--- config.mk ---
export PLATFORM = sky130hd
export DESIGN_NAME = echo_fifo_enq_arbiter
export DESIGN_NICKNAME = d
export VERILOG_FILES = /design/src/rtl/echo_fifo_enq_arbiter.sv
export SDC_FILE = /design/constraint.sdc
export NUM_CORES = 1
export LEC_CHECK = 0
export BUFFER_PORTS_ARGS = -buffer_cell sky130_fd_sc_hd__buf_2
export CORE_AREA = 2 2 133 135
export CTS_CLUSTER_SIZE = 8
export DETAILED_ROUTE_END_ITERATION = 16
export DIE_AREA = 0 0 135 137
export GPL_ROUTABILITY_DRIVEN = 0
export PLACE_DENSITY = 0.7
export SYNTH_ARGS = -nofsm -noshare
export SYNTH_HDL_FRONTEND = slang
export SYNTH_SLANG_ARGS = --single-unit
--- constraint.sdc ---
create_clock -name CLK -period 5.35 [get_ports CLK]
set_clock_uncertainty 0.1 [all_clocks]
set_input_delay 0.2675 -clock CLK [delete_from_list [all_inputs] [get_ports CLK]]
set_output_delay 0.2675 -clock CLK [all_outputs]
set_load 0.01 [all_outputs]
--- src/rtl/echo_fifo_enq_arbiter.sv ---
`default_nettype none
// ============================================================================
// Module   : echo_fifo_enq_arbiter
// Brief    : Round-robin sharing of the echo FIFO enq method among NREQ
//            requesters, each with a one-entry holding slot.
// Revision : 1.0 - initial release
// ============================================================================
module echo_fifo_enq_arbiter #(
    parameter int NREQ       = 4,
    parameter int DATA_WIDTH = 32
) (
    input  logic                       CLK,
    input  logic                       nRST,
    input  logic [NREQ-1:0]            req_enq__ENA,
    input  logic [NREQ*DATA_WIDTH-1:0] req_enq_v,
    output logic [NREQ-1:0]            req_enq__RDY,
    output logic                       fifo_enq__ENA,
    output logic [DATA_WIDTH-1:0]      fifo_enq_v,
    input  logic                       fifo_enq__RDY,
    output logic [$clog2(NREQ)-1:0]    grant_id,
    output logic [31:0]                enq_count
);

    localparam int c_ID_W = $clog2(NREQ);

    logic [NREQ-1:0]       slot_valid_q, slot_valid_d;
    logic [DATA_WIDTH-1:0] slot_data_q [NREQ];
    logic [DATA_WIDTH-1:0] slot_data_d [NREQ];
    logic [c_ID_W-1:0]     last_grant_q, last_grant_d;
    logic [c_ID_W-1:0]     grant_id_q, grant_id_d;
    logic [31:0]           enq_count_q, enq_count_d;

    logic [c_ID_W-1:0]     winner;
    logic [c_ID_W-1:0]     cand;
    logic                  found;

    // Search upward from the slot after the last grant; winner stays 0 when idle.
    always_comb begin
        winner = '0;
        cand   = '0;
        found  = 1'b0;
        for (int k = 1; k <= NREQ; k++) begin
            cand = c_ID_W'((int'(last_grant_q) + k) % NREQ);
            if (!found && slot_valid_q[cand]) begin
                found  = 1'b1;
                winner = cand;
            end
        end
    end

    assign req_enq__RDY  = ~slot_valid_q;
    assign fifo_enq__ENA = (|slot_valid_q) && fifo_enq__RDY;
    assign fifo_enq_v    = slot_data_q[winner];
    assign grant_id      = grant_id_q;
    assign enq_count     = enq_count_q;

    always_comb begin
        slot_valid_d = slot_valid_q;
        slot_data_d  = slot_data_q;
        last_grant_d = last_grant_q;
        grant_id_d   = grant_id_q;
        enq_count_d  = enq_count_q;

        // A slot being drained is still valid here, so it cannot be refilled this cycle.
        for (int i = 0; i < NREQ; i++) begin
            if (req_enq__ENA[i] && !slot_valid_q[i]) begin
                slot_valid_d[i] = 1'b1;
                slot_data_d[i]  = req_enq_v[i*DATA_WIDTH +: DATA_WIDTH];
            end
        end

        if (fifo_enq__ENA) begin
            slot_valid_d[winner] = 1'b0;
            last_grant_d         = winner;
            grant_id_d           = winner;
            enq_count_d          = enq_count_q + 32'd1;
        end
    end

    always_ff @(posedge CLK) begin
        if (!nRST) begin
            slot_valid_q <= '0;
            for (int i = 0; i < NREQ; i++) begin
                slot_data_q[i] <= '0;
            end
            last_grant_q <= c_ID_W'(NREQ - 1);
            grant_id_q   <= '0;
            enq_count_q  <= '0;
        end else begin
            slot_valid_q <= slot_valid_d;
            slot_data_q  <= slot_data_d;
            last_grant_q <= last_grant_d;
            grant_id_q   <= grant_id_d;
            enq_count_q  <= enq_count_d;
        end
    end

endmodule
`default_nettype wire
==> metrics.txt <==
clk_lat worst skew ~0.42 ns; Longest Clk Path Bufs 2; RSZ-0062 raised after global routing no; Post-synth top flop dfxtp_1; Worst setup SP type flip-flop; vias in the first global route 7,039; Unique masters post-synth 37; global routing's busiest layer met2; initial DRC count between 300 and 400; top-count cell post-synth nand2_1; Async SR Flop Fraction 0; antenna violations before repair 3; largest net degree at the start of global routing 108; Power Dens Cells 323 nW/um2; via count 7,058; Synth-to-Final Area Change 37.4%; Post-Route WL ~22,000 um; core box area between 15,000 and 20,000 um2; cts bufs inserted 17; met3 Use GR 0.0537; Final Slew Violations 0; Synthesized Nets slightly above 1,000; Post-synth EDFFs 0; top post-synthesis cells by area dfxtp_1, nand2_1, a21boi_0; Max Cap Violations 0; fin nets approximately 1,300; Die X 135 um; Worst-path clk slew 0.06 ns; Worst VDD drop roughly 210 uV; Critical Path End Type output pin; minimum clock period roughly 3.4 ns; syn_area_per_cell 8.63 um2; share of cells above drive strength 1 0.224; Initial Util 0.444; Synth Instances 878; DRC viols 0; grt ovf 0; Die Area 18,500 um2; gr usage total 0.241; Routed Antenna Nets 0; std cell rows between 40 and 50; status completed; Port Buf Inserts a little over 200; slew margin rel. 0.383; HP Class in2reg; met2 GRT Util 0.420; worst-margin pin slew 0.925 ns; setup bufs post-CTS 0; Required @ worst endpoint 4.98 ns; Die Ht 137 um; Synth top area share 0.444; Final period util 0.631; TritonRoute pass-1 iters 4; sequential cell area fraction in the yosys report 0.444; htree depth 4; CTS sink cnt 168; CP Max Fanout 49; CTS tree yes; hold buffers post-CTS 100; Via density about 5; post-DR wirelength/cell 15.9 um; CTS resizes 0; Clock Tree Root clkbuf_16; Yosys reg bits 168; Layout fillers 1,473; Fmax between 200 and 300 MHz; Mapped Area between 7000 and 8000 um2; Hold WS 0.00622 ns; largest area contributor in the netlist dfxtp_1; TNS Setup 0 ns; dpl hpwl 13,800 um; Commonest cells post-synth nand2_1, dfxtp_1, a21boi_0; P_leak roughly 0.0047 uW; yosys synthesis warning count 0; final setup fails 0; CP Class reg2out; met1 Usage GRT 0.289; I/O Pins 206; CP Data Arrival Time between 3 and 4 ns; final hold vios 0; first-pass GRT wire length 34,900 um
per-layer routing:
layer | vias up | share of wire
li1 | 3474 | -
met1 | 3300 | 0.43
met5 | - | 0
met2 | 242 | 0.48
met4 | 0 | 0.027
met3 | 42 | 0.058
path summary, 6_finish.rpt:
path / cells past startpoint / slack, ns / from / endpoint
worst min register to register: 2 / 0.36 / slot_data_q[57] / slot_data_q[57]
worst min-delay path: 3 / 0.006 / req_enq_v[73] / slot_data_q[41]
worst max register to register: 6 / 2.79 / slot_valid_q[1] / last_grant_q[1]
worst max-delay path: 7 / 1.97 / slot_valid_q[1] / fifo_enq_v[6]
layout by cell type, fill, tap and decap left out, drive strengths merged, types with 4 or more instances in the layout:
master,count
nand2,274
buf,220
dfxtp,168
a21boi,131
dlygate4sd3,100
mux2i,96
and2,31
xnor2,25
clkbuf,20
nand3,16
nand4,15
nor2,10
inv,9
bufinv,6
o21ai,5
xor2,5
nor3,5
nor4,4
registers in the layout (all words and copies together), names as in the netlist:
name / cells
enq_count: 32
grant_id: 2
last_grant_q: 2
slot_data_q: 128
slot_valid_q: 4
worst max-delay path, cell delays in order, from the launching register on:
cell     delay (ns)
dfxtp_1        0.43
inv_1          0.12
a21oi_1        0.18
a221o_4        0.79
buf_4          0.46
mux2i_1        0.28
mux2i_1        0.12
buf_2          0.16
report_power, final:
part	switching [uW]	leakage (uW)	total (uW)	internal [uW]
Clock	505	0.000317	1390	888
Combinational	328	0.00300	607	279
Sequential	44.5	0.00138	1370	1320
cell families after synthesis:
| logic type | count (synthesis) | synth area share |
|---|---|---|
| AOI/OAI and AO/OA | 145 | 0.142 |
| xor gates and xnor gates | 30 | 0.0347 |
| adders and majority gates | 1 | 0.00165 |
| buffers and inverters | 70 | 0.0418 |
| DFF | 168 | 0.444 |
| muxes | 96 | 0.127 |
| and+or+nand+nor | 368 | 0.209 |
layout make-up:
cell class,instances,area (um2),share of cell area
multi-input combinational,640,3930,0.377
sequential,168,3360,0.323
tap,225,282,0.0270
clock buffer,20,447,0.0429
clock inverter,12,221,0.0213
antenna,3,7.51,0.000721
timing repair buffer,320,2140,0.206
inverter,8,30.0,0.00288
metrics by stage:
step | power, uW | std cells | util | setup slack (ns) | area [um2]
2_1_floorplan | 1750 | 878 | - | 3.31 | 7580
3_3_place_gp | 1930 | 1261 | 0.512 | 2.58 | 8740
3_5_place_dp | 1940 | 1261 | 0.512 | 2.45 | 8740
4_1_cts | 3390 | 1393 | 0.610 | 1.99 | 10400
5_1_grt | 3500 | 1395 | 0.611 | 1.80 | 10400
6_report | 3370 | 1396 | 0.611 | 1.97 | 10400
(Power assumes the default switching activity.)
